### src/rtl/rock_pkg.sv
`default_nettype none
// ============================================================================
// Module      : rock_pkg
// Description : Shared encodings for the rocking stress regulator: FSM
//               states, heart-rate trend codes, step direction and
//               adjustment target select.
// Revision    : 1.0 - initial release
// ============================================================================
package rock_pkg;

  typedef enum logic [2:0] {
    INIT   = 3'd0,
    SETTLE = 3'd1,
    EVAL   = 3'd2,
    ADJUST = 3'd3,
    CALM   = 3'd4
  } state_t;

  typedef enum logic [1:0] {
    FALL  = 2'd0,
    EQUAL = 2'd1,
    RISE  = 2'd2
  } trend_t;

  localparam logic DIR_DOWN  = 1'b0;
  localparam logic DIR_UP    = 1'b1;

  localparam logic KNOB_FREQ = 1'b0;
  localparam logic KNOB_AMP  = 1'b1;

endpackage
`default_nettype wire

### src/rtl/hart_trend.sv
`default_nettype none
// ============================================================================
// Module      : hart_trend
// Description : Classifies a heart-rate sample against a reference sample as
//               falling, equal (within +/-TOL) or rising. Purely combinational.
// Revision    : 1.0 - initial release
// ============================================================================
module hart_trend
  import rock_pkg::*;
#(
  parameter int TOL = 2
) (
  input  logic [7:0] cur,
  input  logic [7:0] prev,
  output trend_t     trend
);

  localparam logic signed [8:0] TOL_S = 9'(TOL);

  logic signed [8:0] diff;

  // Zero-extended 9-bit difference cannot overflow for 8-bit operands.
  always_comb begin
    diff = signed'({1'b0, cur}) - signed'({1'b0, prev});
    if (diff < -TOL_S) begin
      trend = FALL;
    end else if (diff > TOL_S) begin
      trend = RISE;
    end else begin
      trend = EQUAL;
    end
  end

endmodule
`default_nettype wire

### src/rtl/stress_regulator.sv
`default_nettype none
// ============================================================================
// Module      : stress_regulator
// Description : Hill-climbing rocking controller. Samples the heart-rate
//               volume on slow ticks, steps freq/amp one unit at a time
//               toward a falling heart rate, and holds settings once calm.
// Revision    : 1.0 - initial release
// ============================================================================
module stress_regulator
  import rock_pkg::*;
#(
  parameter int TOL       = 2,
  parameter int SETTLE_N  = 3,
  parameter int STABLE_N  = 4,
  parameter int FREQ_INIT = 8,
  parameter int AMP_INIT  = 8,
  parameter int LIM_MIN   = 1,
  parameter int LIM_MAX   = 15
) (
  input  logic       clk,
  input  logic       reset,
  input  logic       tick,
  input  logic [7:0] hartvol,
  output logic [3:0] freq,
  output logic [3:0] amp,
  output logic       daal,
  output logic       gelijk,
  output logic       calm
);

  localparam int SCW = $clog2(SETTLE_N + 1);
  localparam int STW = $clog2(STABLE_N + 1);

  state_t           state_q,      state_d;
  logic [3:0]       freq_q,       freq_d;
  logic [3:0]       amp_q,        amp_d;
  logic             daal_q,       daal_d;
  logic             gelijk_q,     gelijk_d;
  logic             calm_q,       calm_d;
  logic             dir_q,        dir_d;
  logic             knob_q,       knob_d;
  logic [7:0]       prev_q,       prev_d;
  logic [7:0]       cur_q,        cur_d;
  logic [SCW-1:0]   settle_cnt_q, settle_cnt_d;
  logic [STW-1:0]   stable_cnt_q, stable_cnt_d;

  logic [7:0]       trend_cur;
  trend_t           trend;
  logic [STW-1:0]   stable_inc;
  logic [3:0]       knob_val;
  logic [3:0]       knob_next;
  logic             knob_clamp;

  // In CALM the live sample is checked against prev; elsewhere the held one.
  assign trend_cur = (state_q == CALM) ? hartvol : cur_q;

  hart_trend #(
    .TOL (TOL)
  ) u_hart_trend (
    .cur   (trend_cur),
    .prev  (prev_q),
    .trend (trend)
  );

  // Candidate step of the selected setting, holding at the clamp limits.
  always_comb begin
    knob_val   = (knob_q == KNOB_FREQ) ? freq_q : amp_q;
    knob_next  = knob_val;
    knob_clamp = 1'b0;
    if (dir_q == DIR_UP) begin
      if (knob_val >= 4'(LIM_MAX)) knob_clamp = 1'b1;
      else                         knob_next  = knob_val + 4'd1;
    end else begin
      if (knob_val <= 4'(LIM_MIN)) knob_clamp = 1'b1;
      else                         knob_next  = knob_val - 4'd1;
    end
  end

  // Next-state and next-output computation for the regulator FSM.
  always_comb begin
    state_d      = state_q;
    freq_d       = freq_q;
    amp_d        = amp_q;
    daal_d       = daal_q;
    gelijk_d     = gelijk_q;
    calm_d       = calm_q;
    dir_d        = dir_q;
    knob_d       = knob_q;
    prev_d       = prev_q;
    cur_d        = cur_q;
    settle_cnt_d = settle_cnt_q;
    stable_cnt_d = stable_cnt_q;
    stable_inc   = stable_cnt_q + STW'(1);

    case (state_q)
      INIT: begin
        if (tick) begin
          prev_d       = hartvol;
          settle_cnt_d = '0;
          state_d      = SETTLE;
        end
      end
      SETTLE: begin
        // Counter parks at SETTLE_N so that after an equal evaluation the
        // very next tick is sampled.
        if (tick) begin
          if (settle_cnt_q == SCW'(SETTLE_N)) begin
            cur_d   = hartvol;
            state_d = EVAL;
          end else begin
            settle_cnt_d = settle_cnt_q + SCW'(1);
          end
        end
      end
      EVAL: begin
        case (trend)
          EQUAL: begin
            gelijk_d     = 1'b1;
            daal_d       = 1'b0;
            stable_cnt_d = stable_inc;
            knob_d       = ~knob_q;
            prev_d       = cur_q;
            if (stable_inc == STW'(STABLE_N)) begin
              calm_d  = 1'b1;
              state_d = CALM;
            end else begin
              state_d = SETTLE;
            end
          end
          FALL: begin
            daal_d       = 1'b1;
            gelijk_d     = 1'b0;
            stable_cnt_d = '0;
            state_d      = ADJUST;
          end
          default: begin
            daal_d       = 1'b0;
            gelijk_d     = 1'b0;
            stable_cnt_d = '0;
            dir_d        = ~dir_q;
            state_d      = ADJUST;
          end
        endcase
      end
      ADJUST: begin
        if (knob_clamp) begin
          dir_d = ~dir_q;
        end else if (knob_q == KNOB_FREQ) begin
          freq_d = knob_next;
        end else begin
          amp_d = knob_next;
        end
        prev_d       = cur_q;
        settle_cnt_d = '0;
        state_d      = SETTLE;
      end
      CALM: begin
        if (tick && (trend != EQUAL)) begin
          calm_d       = 1'b0;
          stable_cnt_d = '0;
          cur_d        = hartvol;
          state_d      = EVAL;
        end
      end
      default: begin
        state_d = INIT;
      end
    endcase
  end

  // State and output registers with asynchronous active-low reset.
  always_ff @(posedge clk or negedge reset) begin
    if (!reset) begin
      state_q      <= INIT;
      freq_q       <= 4'(FREQ_INIT);
      amp_q        <= 4'(AMP_INIT);
      daal_q       <= 1'b0;
      gelijk_q     <= 1'b0;
      calm_q       <= 1'b0;
      dir_q        <= DIR_DOWN;
      knob_q       <= KNOB_FREQ;
      prev_q       <= '0;
      cur_q        <= '0;
      settle_cnt_q <= '0;
      stable_cnt_q <= '0;
    end else begin
      state_q      <= state_d;
      freq_q       <= freq_d;
      amp_q        <= amp_d;
      daal_q       <= daal_d;
      gelijk_q     <= gelijk_d;
      calm_q       <= calm_d;
      dir_q        <= dir_d;
      knob_q       <= knob_d;
      prev_q       <= prev_d;
      cur_q        <= cur_d;
      settle_cnt_q <= settle_cnt_d;
      stable_cnt_q <= stable_cnt_d;
    end
  end

  assign freq   = freq_q;
  assign amp    = amp_q;
  assign daal   = daal_q;
  assign gelijk = gelijk_q;
  assign calm   = calm_q;

endmodule
`default_nettype wire

### config.mk
export PLATFORM = sky130hd
export DESIGN_NAME = stress_regulator
export DESIGN_NICKNAME = d
export VERILOG_FILES = /design/src/rtl/rock_pkg.sv /design/src/rtl/hart_trend.sv /design/src/rtl/stress_regulator.sv
export SDC_FILE = /design/constraint.sdc
export NUM_CORES = 1
export LEC_CHECK = 0
export BUFFER_PORTS_ARGS = -buffer_cell sky130_fd_sc_hd__buf_2
export CORE_UTILIZATION = 32
export CTS_CLUSTER_SIZE = 12
export DETAILED_ROUTE_END_ITERATION = 10
export MAX_ROUTING_LAYER = met4
export PLACE_DENSITY = 0.45
export SLEW_MARGIN = 30
export SYNTH_ARGS = -nofsm -noshare
export SYNTH_HDL_FRONTEND = slang
export SYNTH_SLANG_ARGS = --single-unit
### constraint.sdc
create_clock -name clk -period 5.94 [get_ports clk]
set_clock_uncertainty 0.05 [all_clocks]
set_input_delay 0.594 -clock clk [delete_from_list [all_inputs] [get_ports clk]]
set_output_delay 0.594 -clock clk [all_outputs]
set_load 0.005 [all_outputs]
==> run summary, run 1 <==
predominant post-synthesis flop cell: dfrtp_1
most common cell after layout, fill and taps aside: dfrtp_1
post-DR wirelength/cell: 14.0 um
proportion of power drawn by the clock network: 11.8%
Simple-Gate Fraction of Synth Area: 14.1%
fin crit share: 74.9%
initial antenna violation count: 0
Die X-Extent: 91.6 um
slew margin rel.: 50.3%
detailed-route DRC error count: 0
critical path start-end classification: flip-flop to flip-flop
portion of the post-synthesis area used by sequential elements: 36.2%
number of cells upsized or downsized after cts: 0
fill count: 776
number of standard cells after synthesis: 250
number of hold buffers added after cts: 0
switching share of power: 43.3%
standard-cell rows: 32
dpl hpwl: 3940 um
H-Tree Depth: 2
count of nets left with antenna violations after detail routing: 0
max-cap viol count: 0
power per cell area: 514 nW/um2
DP Cell Count: 366
register clock-pin slew on the reported worst setup and hold paths: 80 ps
overall die area: 8380 um2
maximum resistive drop on vdd: 0.229 mV
setup tns final: 0 ps
launch point of the critical path: state_q[1]
Pleak: 1.25 nW
status: finished, final reports clean
syn avg cell area: 10.3 um2
source of the worst register-to-register timing path: state_q[1]
Post-Synthesis Net Count: 276
CP cell instances: nor3b_2 > buf_4 > mux2_2 > ha_1 > and2b_4 > o31a_2 > xnor2_1 > or4_4 > nor4_4 > a311oi_4 > a211oi_4 > mux2_4
final period demand of the worst path: 4450 ps
clock tree from TritonCTS: done
Sequential Power Share: 28.6%
clock root buffer master: clkbuf_8
via count of the first global-routing pass: 1848
starting utilization of the core area: 33.2%
Async SR Flop Fraction: 100%
Antenna Diode Count: 0
RD Place Congestion: 0.811
compound-gate portion of the synthesized area: 15.7%
DRT Pass-1 Iters: 4
required time of the critical path: 6070 ps
Critical Path End Type: flip-flop
Final Max Slew Viols: 0
multi-input combinational cell area: 1540 um2
number of clock sinks seen by CTS: 37
Post-Synth Adder-Cell Area: 7.70%
critical-path cell with the highest stage delay: dfrtp_1
number of distinct standard cells referenced by the synthesized netlist: 54
Via density: 4.98
internal power contribution: 0.832 mW
number of synthesized register bits: 37
main combinational cell family by area after synthesis: multiplexers
multiplexer share of the synthesized area: 19.4%
number of I/O port buffers: 21
Final Setup Violations: 0
transition at the pin with the smallest max-transition slack: 740 ps
number of top-level design ports: 22
latest clock arrival within the worst-skew pair: 290 ps
arrival time of the worst setup path: 4580 ps
total via count in the routed design: 1862
Final Hold Fails: 0
maximum number of pins on one net before global-route repair: 38
leftover overflow at the end of global routing: 0
floorplan die height: 91.6 um
number of buffers inserted by post-CTS setup repair: 0
xor and xnor area share after synthesis: 3.07%
maximum buffer depth of the clock tree: 2
portion of total power attributed to combinational logic: 59.5%
Warnings, synthesis: 0
fraction of layout instances using a drive strength above 1: 27.2%
placeable core area: 7730 um2
number of flops mapped to enable cells by yosys: 0
most used cells in the layout excluding fill and tap cells: dfrtp_1 (35), mux2_2 (24), mux2i_1 (20), buf_2 (20), nand2_1 (18)
hold crit path type: input pin to asynchronous set/reset pin
buffer and inverter count on the worst path: 1
Synth-to-Final Area Change: 11.3%
first-pass GRT wire length: 9090 um
critical path launch point type: flip-flop
f_max: 0.225 GHz
Layout Nets: 297
overall track demand over capacity in global routing: 14.0%
power spent charging and discharging nets: 0.636 mW
clock buffer count from CTS: 5
flip-flop and latch area: 928 um2
CP delay by family, top: simple AND/OR/NAND/NOR gates
Total Routed Length: 5250 um
post-synthesis instance area: 2570 um2
RSZ-0062 raised after global routing: false
maximum fanout encountered on the critical timing path: 17
final standard cell count with taps included and fillers excluded: 374
Slowest Stage Delay on Critical Path: 630 ps
number of DRC violations after detailed-routing iteration 0: 53
-- layer usage --
layer	part of all wire [%]	GRT usage, %	routed length [um]
met1	52	18.4	2730
met2	45	22.5	2370
met3	1.7	1.59	89
met5	0	-	0
met4	1.4	4.37	72
-- power groups by stage --
stage	Combinational [mW]	Sequential [mW]	Clock (mW)
detailed placement	0.878	0.425	0
global placement	0.874	0.425	0
floorplan	0.735	0.392	0
finish	0.874	0.420	0.174
CTS	0.881	0.421	0.180
global route	0.984	0.434	0.191
-- sequential cells by signal (all words and copies together), names as in the netlist --
signal	cells
cur_q	8
daal	1
gelijk	1
stable_cnt_q	3
prev_q	8
knob_q	1
amp	4
settle_cnt_q	2
state_q	3
freq	4
calm	1
dir_q	1
-- logic make-up after synthesis --
logic type / Yosys count
AOI/OAI and AO/OA: 51
xor gates and xnor gates: 9
adders and majority gates: 16
buffers and inverters: 24
DFF: 37
muxes: 46
and+or+nand+nor: 67
-- Yosys cell counts (2+ instances only) --
master | number | area, um2
nand3_1 | 8 | 40.0
a211oi_1 | 2 | 15.0
xor2_1 | 5 | 43.8
a22oi_1 | 2 | 15.0
nor2_1 | 13 | 48.8
inv_1 | 16 | 60.1
dfrtp_1 | 35 | 876
a31oi_1 | 4 | 25.0
clkbuf_1 | 6 | 22.5
o21ai_0 | 12 | 60.1
o21a_1 | 3 | 22.5
mux2_2 | 24 | 270
or2_2 | 3 | 18.8
ha_1 | 15 | 188
xnor2_1 | 4 | 35.0
a21oi_1 | 10 | 50.1
nor3b_1 | 2 | 15.0
nand2_1 | 18 | 67.6
and3_1 | 2 | 12.5
nand2b_1 | 2 | 12.5
a2bb2oi_1 | 3 | 26.3
nor3_1 | 7 | 35.0
o31ai_1 | 2 | 15.0
o2bb2ai_1 | 2 | 17.5
dfstp_2 | 2 | 52.6
mux2i_1 | 20 | 200
-- layout make-up --
class,instances,area share [%]
Clock buffer,6,2.54
Tap cell,102,4.47
Timing Repair Buffer,22,4.03
Clock inverter,2,0.351
Inverter,16,2.10
Multi-Input combinational cell,189,54.0
Sequential cell,37,32.5
-- final timing paths --
| path | end | slack (ps) | cells after the start |
|---|---|---|---|
| setup / recovery | prev_q[0] | 1490 | 12 |
| hold / removal | gelijk | 210 | 1 |
| setup reg to reg | prev_q[0] | 1490 | 12 |
| hold reg to reg | gelijk | 430 | 2 |
| max in group asynchronous | freq[3] | 5270 | 1 |
| min in group clk | gelijk | 430 | 2 |
-- stage by stage --
stage	total power [mW]	util, %	instance area [um2]	setup WS, ps	hold WS (ps)
after global routing	1.61	36.9	2860	1250	259
after detailed placement	1.30	35.8	2770	1490	417
after CTS	1.48	36.9	2850	1470	399
after floorplan	1.13	-	2570	1500	248
after global placement	1.30	35.8	2770	1560	408
final	1.47	36.9	2860	1490	212
Note: power is estimated with default switching activity, not from simulation.
==> inputs of run 2 (changes only) <==
--- a/config.mk
+++ b/config.mk
@@ -5,6 +5,7 @@
 export SDC_FILE = /design/constraint.sdc
 export NUM_CORES = 1
 export LEC_CHECK = 0
+export ABC_AREA = 1
 export BUFFER_PORTS_ARGS = -buffer_cell sky130_fd_sc_hd__buf_2
 export CORE_UTILIZATION = 32
 export CTS_CLUSTER_SIZE = 12
==> constraint.sdc (replaced) <==
create_clock -name clk -period 4.5 [get_ports clk]
set_clock_uncertainty 0.05 [all_clocks]
set_input_delay 0.45 -clock clk [delete_from_list [all_inputs] [get_ports clk]]
set_output_delay 0.45 -clock clk [all_outputs]
set_load 0.005 [all_outputs]
==> run summary, run 2 <==
power per cell area: 763 nW/um2 (+48%)
fill count: 914 (+18%)
detailed-route DRC error count: 0 (unchanged)
CP cell instances: nor2_1 > inv_1 > nor2_4 > inv_1 > o21ai_0 > ha_1 > nand2_1 > nand2_2 > a21oi_4 > nand2_2 > nand2_1 > nand2_1 > nor2_1 > nand2_1 > nand2_2 > nand2_4 > nand2_4 > nand3_4 > nand2_1 > o21ai_2
number of standard cells after synthesis: 368 (+47%)
Final Hold Fails: 0 (unchanged)
critical-path cell with the highest stage delay: dfrtp_1
max-cap viol count: 0 (unchanged)
R2R Setup Slk: 1210 ps (-280 ps)
fin crit share: 73.0% (-1.8 points)
maximum resistive drop on vdd: 0.228 mV (-0.33%)
Critical Path End Type: flip-flop
endpoint of the most critical register-to-register path: prev_q[6]
first-pass GRT wire length: 10000 um (+10%)
most used cells in the layout excluding fill and tap cells: nand2_1 (113), inv_1 (49), dfrtp_1 (35)
Final Setup Violations: 0 (unchanged)
biggest regs: cur_q (8), prev_q (8)
overall track demand over capacity in global routing: 14.6% (+0.58 points)
number of synthesized register bits: 37 (unchanged)
post-synthesis instance area: 2740 um2 (+6.7%)
number of I/O port buffers: 21 (unchanged)
Post-Synthesis Net Count: 394 (+43%)
critical path start-end classification: flip-flop to flip-flop
Die X-Extent: 94.5 um (+3.2%)
fraction of layout instances using a drive strength above 1: 22.4% (-4.8 points)
number of buffers inserted by post-CTS setup repair: 0 (unchanged)
post-synth top area share: 32.0% (-2.1 points)
count of nets left with antenna violations after detail routing: 0 (unchanged)
number of flops mapped to enable cells by yosys: 0 (unchanged)
overall die area: 8930 um2 (+6.5%)
Warnings, synthesis: 0 (unchanged)
instance count on the critical path: 20 (+8)
clock buffer count from CTS: 5 (unchanged)
CP delay by family, top: simple AND/OR/NAND/NOR gates
final standard cell count with taps included and fillers excluded: 497 (+33%)
number of distinct standard cells referenced by the synthesized netlist: 38 (-30%)
initial antenna violation count: 0 (unchanged)
setup tns final: 0 ps (unchanged)
standard-cell rows: 33 (+3.1%)
count of cells along the worst register-to-register path: 20 (+8)
dpl hpwl: 4360 um (+11%)
maximum number of pins on one net before global-route repair: 38 (unchanged)
total via count in the routed design: 2200 (+18%)
clock tree from TritonCTS: done
latest clock arrival within the worst-skew pair: 290 ps (about the same)
source of the worst register-to-register timing path: state_q[0]
most frequent CP cell: nand2_1
required time of the critical path: 4620 ps (-1450 ps)
Final Max Slew Viols: 0 (unchanged)
maximum fanout encountered on the critical timing path: 16 (-1)
arrival time of the worst setup path: 3410 ps (-1170 ps)
hold crit path type: input pin to asynchronous set/reset pin
maximum buffer depth of the clock tree: 2 (unchanged)
placeable core area: 8260 um2 (+6.9%)
RD Place Congestion: 0.805 (-0.67%)
clock root buffer master: clkbuf_8
buffer and inverter count on the worst path: 2 (+1)
Async SR Flop Fraction: 100% (unchanged)
Synth-to-Final Area Change: 11.2% (about the same)
number of hold buffers added after cts: 0 (unchanged)
ranking of synthesized cells by area: dfrtp_1 (32%), nand2_1 (15%), ha_1 (6.9%)
floorplan die height: 94.5 um (+3.2%)
leftover overflow at the end of global routing: 0 (unchanged)
starting utilization of the core area: 33.2% (-0.058 points)
area leader, netlist: dfrtp_1
Total Routed Length: 5470 um (+4.2%)
syn avg cell area: 7.44 um2 (-28%)
commonest cells in the netlist: nand2_1 (113), inv_1 (49), dfrtp_1 (35), o21ai_0 (25), nand3_1 (21)
DP Cell Count: 489 (+34%)
most common cell after layout, fill and taps aside: nand2_1
number of top-level design ports: 22 (unchanged)
predominant post-synthesis flop cell: dfrtp_1
Layout Nets: 417 (+40%)
number of clock sinks seen by CTS: 37 (unchanged)
total power: 2.32 mW (+58%)
final period demand of the worst path: 3290 ps (-1160 ps)
slew margin rel.: 63.3% (+13 points)
Pleak: 1.65 nW (+32%)
Via density: 4.43 (-11%)
critical path launch point type: flip-flop
Antenna Diode Count: 0 (unchanged)
transition at the pin with the smallest max-transition slack: 550 ps (-190 ps)
number of DRC violations after detailed-routing iteration 0: 79 (+49%)
cell with the most instances after synthesis: nand2_1
post-layout util: 36.8% (-0.10 points)
H-Tree Depth: 2 (unchanged)
status: finished, final reports clean
f_max: 0.304 GHz (+35%)
DRT Pass-1 Iters: 4 (unchanged)
RSZ-0062 raised after global routing: false
post-DR wirelength/cell: 11.0 um (-22%)
register clock-pin slew on the reported worst setup and hold paths: 80 ps (about the same)
portion of the post-synthesis area used by sequential elements: 33.9% (-2.3 points)
via count of the first global-routing pass: 2174 (+18%)
Slowest Stage Delay on Critical Path: 460 ps (-170 ps)
number of cells upsized or downsized after cts: 0 (unchanged)
-- run 2: cell count changes in the layout (fill, tap and decap cells not counted), sizes merged, moves of 3 or more --
cell	change
a211oi	-3
a2bb2oi	-3
a31oi	-6
and2b	-3
inv	+40
mux2	-26
mux2i	-20
nand2	+114
nand3	+15
nand4	+4
nor2	+5
o21ai	+32
xnor2	-3
-- run 2: routing by layer --
metal | vias up | global-route usage (%) | share of wire [%]
li1 | 1217 | - | -
met4 | 0 | 3.79 | 0.93
met5 | - | - | 0
met3 | 7 | 2.66 | 2.5
met1 | 960 | 19.9 | 53
met2 | 16 | 22.2 | 44
-- run 2: power breakdown --
part / total, mW / switching, mW / internal [mW]
clock: 0.302 / 0.121 / 0.181
sequential: 0.581 / 0.111 / 0.470
combinational: 1.44 / 0.904 / 0.535
total: 2.32 / 1.14 / 1.19
-- run 2: logic make-up after synthesis --
logic type	count (synthesis)	share of synthesized area, %
compound gates	60	14.8
flops	37	33.9
xor+xnor	8	2.56
fa+ha+maj	15	6.86
buf+inv	62	9.74
simple gates	186	32.2
-- run 2: stage by stage --
step	cell area (um2)	hold slack [ps]	setup WS, ps
after floorplan	2740	104	1550
after global placement	2920	410	1260
after detailed placement	2920	414	1210
after CTS	3040	252	1190
after global routing	3040	106	759
final	3040	61.7	1210
-- run 2: worst max-delay path by stage --
stage                      to  slack, ps        from
floorplan           prev_q[1]       1550  state_q[0]
global placement    prev_q[0]       1260  state_q[0]
detailed placement  prev_q[0]       1210  state_q[0]
CTS                 prev_q[7]       1190  state_q[0]
global route        prev_q[6]        760  state_q[0]
finish              prev_q[6]       1210  state_q[0]
-- run 2: cell type report --
cell class	instances	area, um2	share of cell area, %
multi-input combinational	269	1540	50.7
sequential	37	928	30.5
inverter	57	216	7.11
tap	105	131	4.32
timing repair buffer	21	108	3.54
clock buffer	7	86.3	2.84
clock inverter	1	30.0	0.987
